File: src/rtl/carry_save_accumulator.sv
// Carry-save accumulator: folds a group of operands into sum/carry vectors
// and presents them to a downstream carry-propagate adder.
module carry_save_accumulator #(
   parameter int ADDR_WIDTH = 16,
   parameter int CNT_WIDTH  = 8
) (
   input  logic                  clk,
   input  logic                  rst,
   input  logic                  in_valid,
   output logic                  in_ready,
   input  logic [ADDR_WIDTH-1:0] in_data,
   input  logic                  in_last,
   output logic                  out_valid,
   input  logic                  out_ready,
   output logic [ADDR_WIDTH-1:0] out_sum,
   output logic [ADDR_WIDTH-1:0] out_carry,
   output logic [CNT_WIDTH-1:0]  out_count,
   output logic                  out_sat
);

   typedef enum logic [1:0] {IDLE, ACCUM, HOLD} state_t;

   state_t                state;
   logic [ADDR_WIDTH-1:0] s;
   logic [ADDR_WIDTH-1:0] c;
   logic [CNT_WIDTH-1:0]  cnt;
   logic                  sat;
   logic                  vld;

   logic                  accept;
   logic                  cnt_max;
   logic [ADDR_WIDTH-1:0] s_nxt;
   logic [ADDR_WIDTH-1:0] maj;
   logic [ADDR_WIDTH-1:0] c_nxt;

   assign in_ready = !rst && (state != HOLD);
   assign accept   = in_valid && in_ready;
   assign cnt_max  = &cnt;

   // 3:2 compression; the carry leaving the MSB is dropped (modulo wrap)
   assign s_nxt = s ^ c ^ in_data;
   assign maj   = (s & c) | (s & in_data) | (c & in_data);
   assign c_nxt = {maj[ADDR_WIDTH-2:0], 1'b0};

   always_ff @(posedge clk) begin
      if (rst) begin
         state <= IDLE;
         s     <= '0;
         c     <= '0;
         cnt   <= '0;
         sat   <= 1'b0;
         vld   <= 1'b0;
      end else begin
         unique case (state)
            IDLE, ACCUM: begin
               if (accept) begin
                  s   <= s_nxt;
                  c   <= c_nxt;
                  cnt <= cnt_max ? cnt : cnt + CNT_WIDTH'(1);
                  if (cnt_max)
                     sat <= 1'b1;
                  state <= in_last ? HOLD : ACCUM;
                  vld   <= in_last;
               end
            end
            HOLD: begin
               if (out_ready) begin
                  state <= IDLE;
                  s     <= '0;
                  c     <= '0;
                  cnt   <= '0;
                  sat   <= 1'b0;
                  vld   <= 1'b0;
               end
            end
            default: begin
               state <= IDLE;
               vld   <= 1'b0;
            end
         endcase
      end
   end

   assign out_valid = vld;
   assign out_sum   = s;
   assign out_carry = c;
   assign out_count = cnt;
   assign out_sat   = sat;

endmodule

File: config.mk
export PLATFORM = sky130hd
export DESIGN_NAME = carry_save_accumulator
export DESIGN_NICKNAME = d
export VERILOG_FILES = /design/src/rtl/carry_save_accumulator.sv
export SDC_FILE = /design/constraint.sdc
export NUM_CORES = 1
export LEC_CHECK = 0
export CAP_MARGIN = 20
export CORE_ASPECT_RATIO = 2
export CORE_MARGIN = 2
export CORE_UTILIZATION = 48
export CTS_CLUSTER_SIZE = 10
export DETAILED_ROUTE_END_ITERATION = 12
export HOLD_SLACK_MARGIN = 0.1
export PLACE_DENSITY = 0.84
export SLEW_MARGIN = 20
export SYNTH_ARGS = -nofsm -noshare
export SYNTH_HDL_FRONTEND = slang
export SYNTH_SLANG_ARGS = --single-unit
File: constraint.sdc
create_clock -name clk -period 2.6 [get_ports clk]
set_input_delay 0.52 -clock clk [delete_from_list [all_inputs] [get_ports clk]]
set_output_delay 0.52 -clock clk [all_outputs]
set_load 0.1 [all_outputs]
==> results by group <==
CTS
  – Setup Fix Bufs, Post-CTS: 0
  – TritonCTS buffer count: 5
  – H-tree depth: 2
  – Total clock sinks: 42
  – Root Buffer: clkbuf_8
  – Cts repair resizes: 0
  – Worst-Skew Late Latency: 280 ps
  – Clock buffer depth: 2
  – Hold_buf cts: 0
  – CTS tree: yes
  – Reg clk slew, reported paths: 70 ps

GRT
  – Met2 GRT Util: 0.361
  – Met1 Use GR: 0.226
  – Vias in the first global route: 1519
  – Gr busiest metal: met2
  – Global-route wire length before repair: 6740 µm
  – Met3 usage: 0.0312
  – Antenna violations before repair: 0
  – Total GRT Usage: 0.205
  – Grt ovf: 0
  – Largest net degree at the start of global routing: 37

Min path
  – WHS Path Cells: 1
  – Hold Path Class: reg2reg

Die
  – Row count: 32
  – Die Height: 92.6 µm
  – Ports: 64
  – Die Width: 48.3 µm
  – Die ar.: 4470 µm²
  – Core Box Area: 3800 µm²
  – Initial Util: 0.495

Yosys
  – Multiplexer share of the synthesized area: 0.00598
  – Synth warnings: 0
  – Largest family of logic cells by synthesized area: compound AO/OA/AOI/OAI gates
  – Syn nets: 222
  – Most frequent cell after synthesis: dfxtp_1
  – Largest area contributor in the netlist: dfxtp_1
  – Avg Inst Size Synth: 10.2 µm²
  – Register area share after synthesis: 0.447
  – Top cells by area, synth: dfxtp_1 (45%), fa_1 (15%), a22oi_1 (12%)
  – Number of synthesized flops with an enable pin: 0
  – Compound-gate portion of the synthesized area: 0.190
  – Synth top cells by count: dfxtp_1 (42), nor2_1 (36), a22oi_1 (30)
  – Simple-Gate Fraction of Synth Area: 0.157
  – Synth async-reset ratio: 0
  – Adder-cell area share of the yosys netlist: 0.162
  – Post-synth cell types: 34
  – Synth Area in XOR/XNOR: 0.00465
  – Synth top area share: 0.447
  – Synthesized cell area: 1880 µm²
  – Synth Register Bits: 42
  – Cells after synthesis: 185
  – Top FF cell, synth: dfxtp_1

Timing
  – Final worst path period share: 0.835
  – Peak Freq: 0.460 GHz
  – Slew Limit Fails: 0
  – Final hold vios: 0
  – Final setup violation count: 0
  – RSZ-0062 raised after global routing: no
  – TNS Setup: 0 ps
  – Max Clock Skew: 5.04 ps
  – Minimum clock period: 2170 ps

Route
  – WL/cell: 14.5 µm
  – DR vias/cell: 5.40
  – DRC Markers: 0
  – Routed WL: 4290 µm
  – Via count: 1597
  – Pre-antenna DRT Iters: 4
  – 1st-iter DRT viols: 32
  – Antenna-violating nets left: 0

Placement
  – PortBufs: 62
  – GPL Wtd Cong: 0.785
  – DP HPWL: 3220 µm

Layout
  – # diodes: 0
  – Fin nets: 282
  – Final Util: 0.668
  – Register area: 841 µm²
  – Fill count: 316
  – Synthesis-to-layout area growth: 35.0%
  – Ratio of cells with drive above 1 in the final layout: 0.237
  – Area occupied by multi-input gates: 986 µm²

Setup path
  – Worst Path Buf+Inv: 2
  – Max FO, Critical Path: 7
  – WP depth: 3
  – Arr. time, crit path: 1650 ps
  – Kind of cell adding the most delay to the critical path: buffers and inverters
  – Slowest cell on the critical path: clkdlybuf4s50_1
  – R2R setup slack: 960 ps
  – Largest stage delay, worst path: 550 ps
  – Crit path required time: 2080 ps
  – Startpoint Class: input port
  – Critical path type: in2out
  – Setup crit end kind: output pin
  – Worst Reg-to-Reg Cells: 5
  – CP cell instances: clkdlybuf4s50_1, a21oi_2, buf_12

Pwr
  – Leakage: 0.00112 µW
  – Worst-case vdd ir drop: 0.478 mV
  – P per Cell Area: 606 nW/µm²

Outcome
  – Outcome: finished clean

Run
  – Max_cap viols: 0
==> layer usage <==
metal / vias up / share of wire
li1: 780 / -
met2: 42 / 0.58
met3: 6 / 0.044
met4: 0 / 0.016
met1: 769 / 0.36
met5: - / 0
==> per-stage QoR <==
stage | power [µW] | area (µm²) | instances | worst slack (ps) | hold slack, ps
detailed placement | 1170 | 2460 | 289 | 399 | 512
finish | 1540 | 2540 | 296 | 428 | 524
floorplan | 1050 | 1890 | 185 | 190 | 500
global route | 1610 | 2540 | 296 | 350 | 550
CTS | 1560 | 2540 | 296 | 417 | 525
global placement | 1170 | 2460 | 289 | 431 | 500
==> state kept, by name, indices dropped and copies added, names as in the netlist <==
| signal | cells |
|---|---|
| state | 2 |
| out_sum | 16 |
| out_carry | 15 |
| out_count | 8 |
| out_sat | 1 |
==> cell families (layout without fill, tap and decap cells) <==
group / count (synthesis) / count (layout)
AO/OA/AOI/OAI: 49 / 49
XOR/XNOR: 1 / 1
adder cells (fa/ha/maj): 16 / 16
buffers and inverters: 14 / 74
flip-flops: 42 / 42
multiplexers: 1 / 1
other: 1 / 1
AND/OR/NAND/NOR: 61 / 61
==> layout make-up <==
type / instances / area share
Multi-Input combinational cell: 129 / 0.388
Sequential cell: 42 / 0.331
Timing Repair Buffer: 65 / 0.222
Inverter: 2 / 0.00296
Clock buffer: 5 / 0.0271
Tap cell: 51 / 0.0251
Clock inverter: 2 / 0.00394
==> final timing paths <==
path | startpoint | endpoint
worst min register to register | out_count[4]$_SDFFE_PP0P_ | out_count[4]$_SDFFE_PP0P_
worst max register to register | out_count[0]$_SDFFE_PP0P_ | out_count[5]$_SDFFE_PP0P_
worst max-delay path | rst | in_ready
worst min-delay path | out_count[4]$_SDFFE_PP0P_ | out_count[4]$_SDFFE_PP0P_
==> worst reg2reg max path, delay by kind of cell (launching register included) <==
kind / cells / cell delay, ps
AOI/OAI and AO/OA: 2 / 520
and+or+nand+nor: 2 / 390
DFF: 1 / 360
adders and majority gates: 1 / 270
==> cells in the final DEF (no fill, tap or decap), drive strengths merged, types with 2 or more instances in the layout <==
cell	instances
a211o	3
a21oi	6
a22oi	30
a31oi	4
and3	4
buf	45
clkbuf	5
clkdlybuf4s50	20
clkinv	2
dfxtp	42
fa	14
ha	2
inv	2
nand2	5
nand2b	2
nand3	2
nor2	37
nor3	4
==> power by group <==
group          internal [µW]  total [µW]  switching [µW]
combinational            120         442             322
sequential               674         714            40.3
clock                    180         384             203
total                    975        1540             565
(Power assumes the default switching activity.)
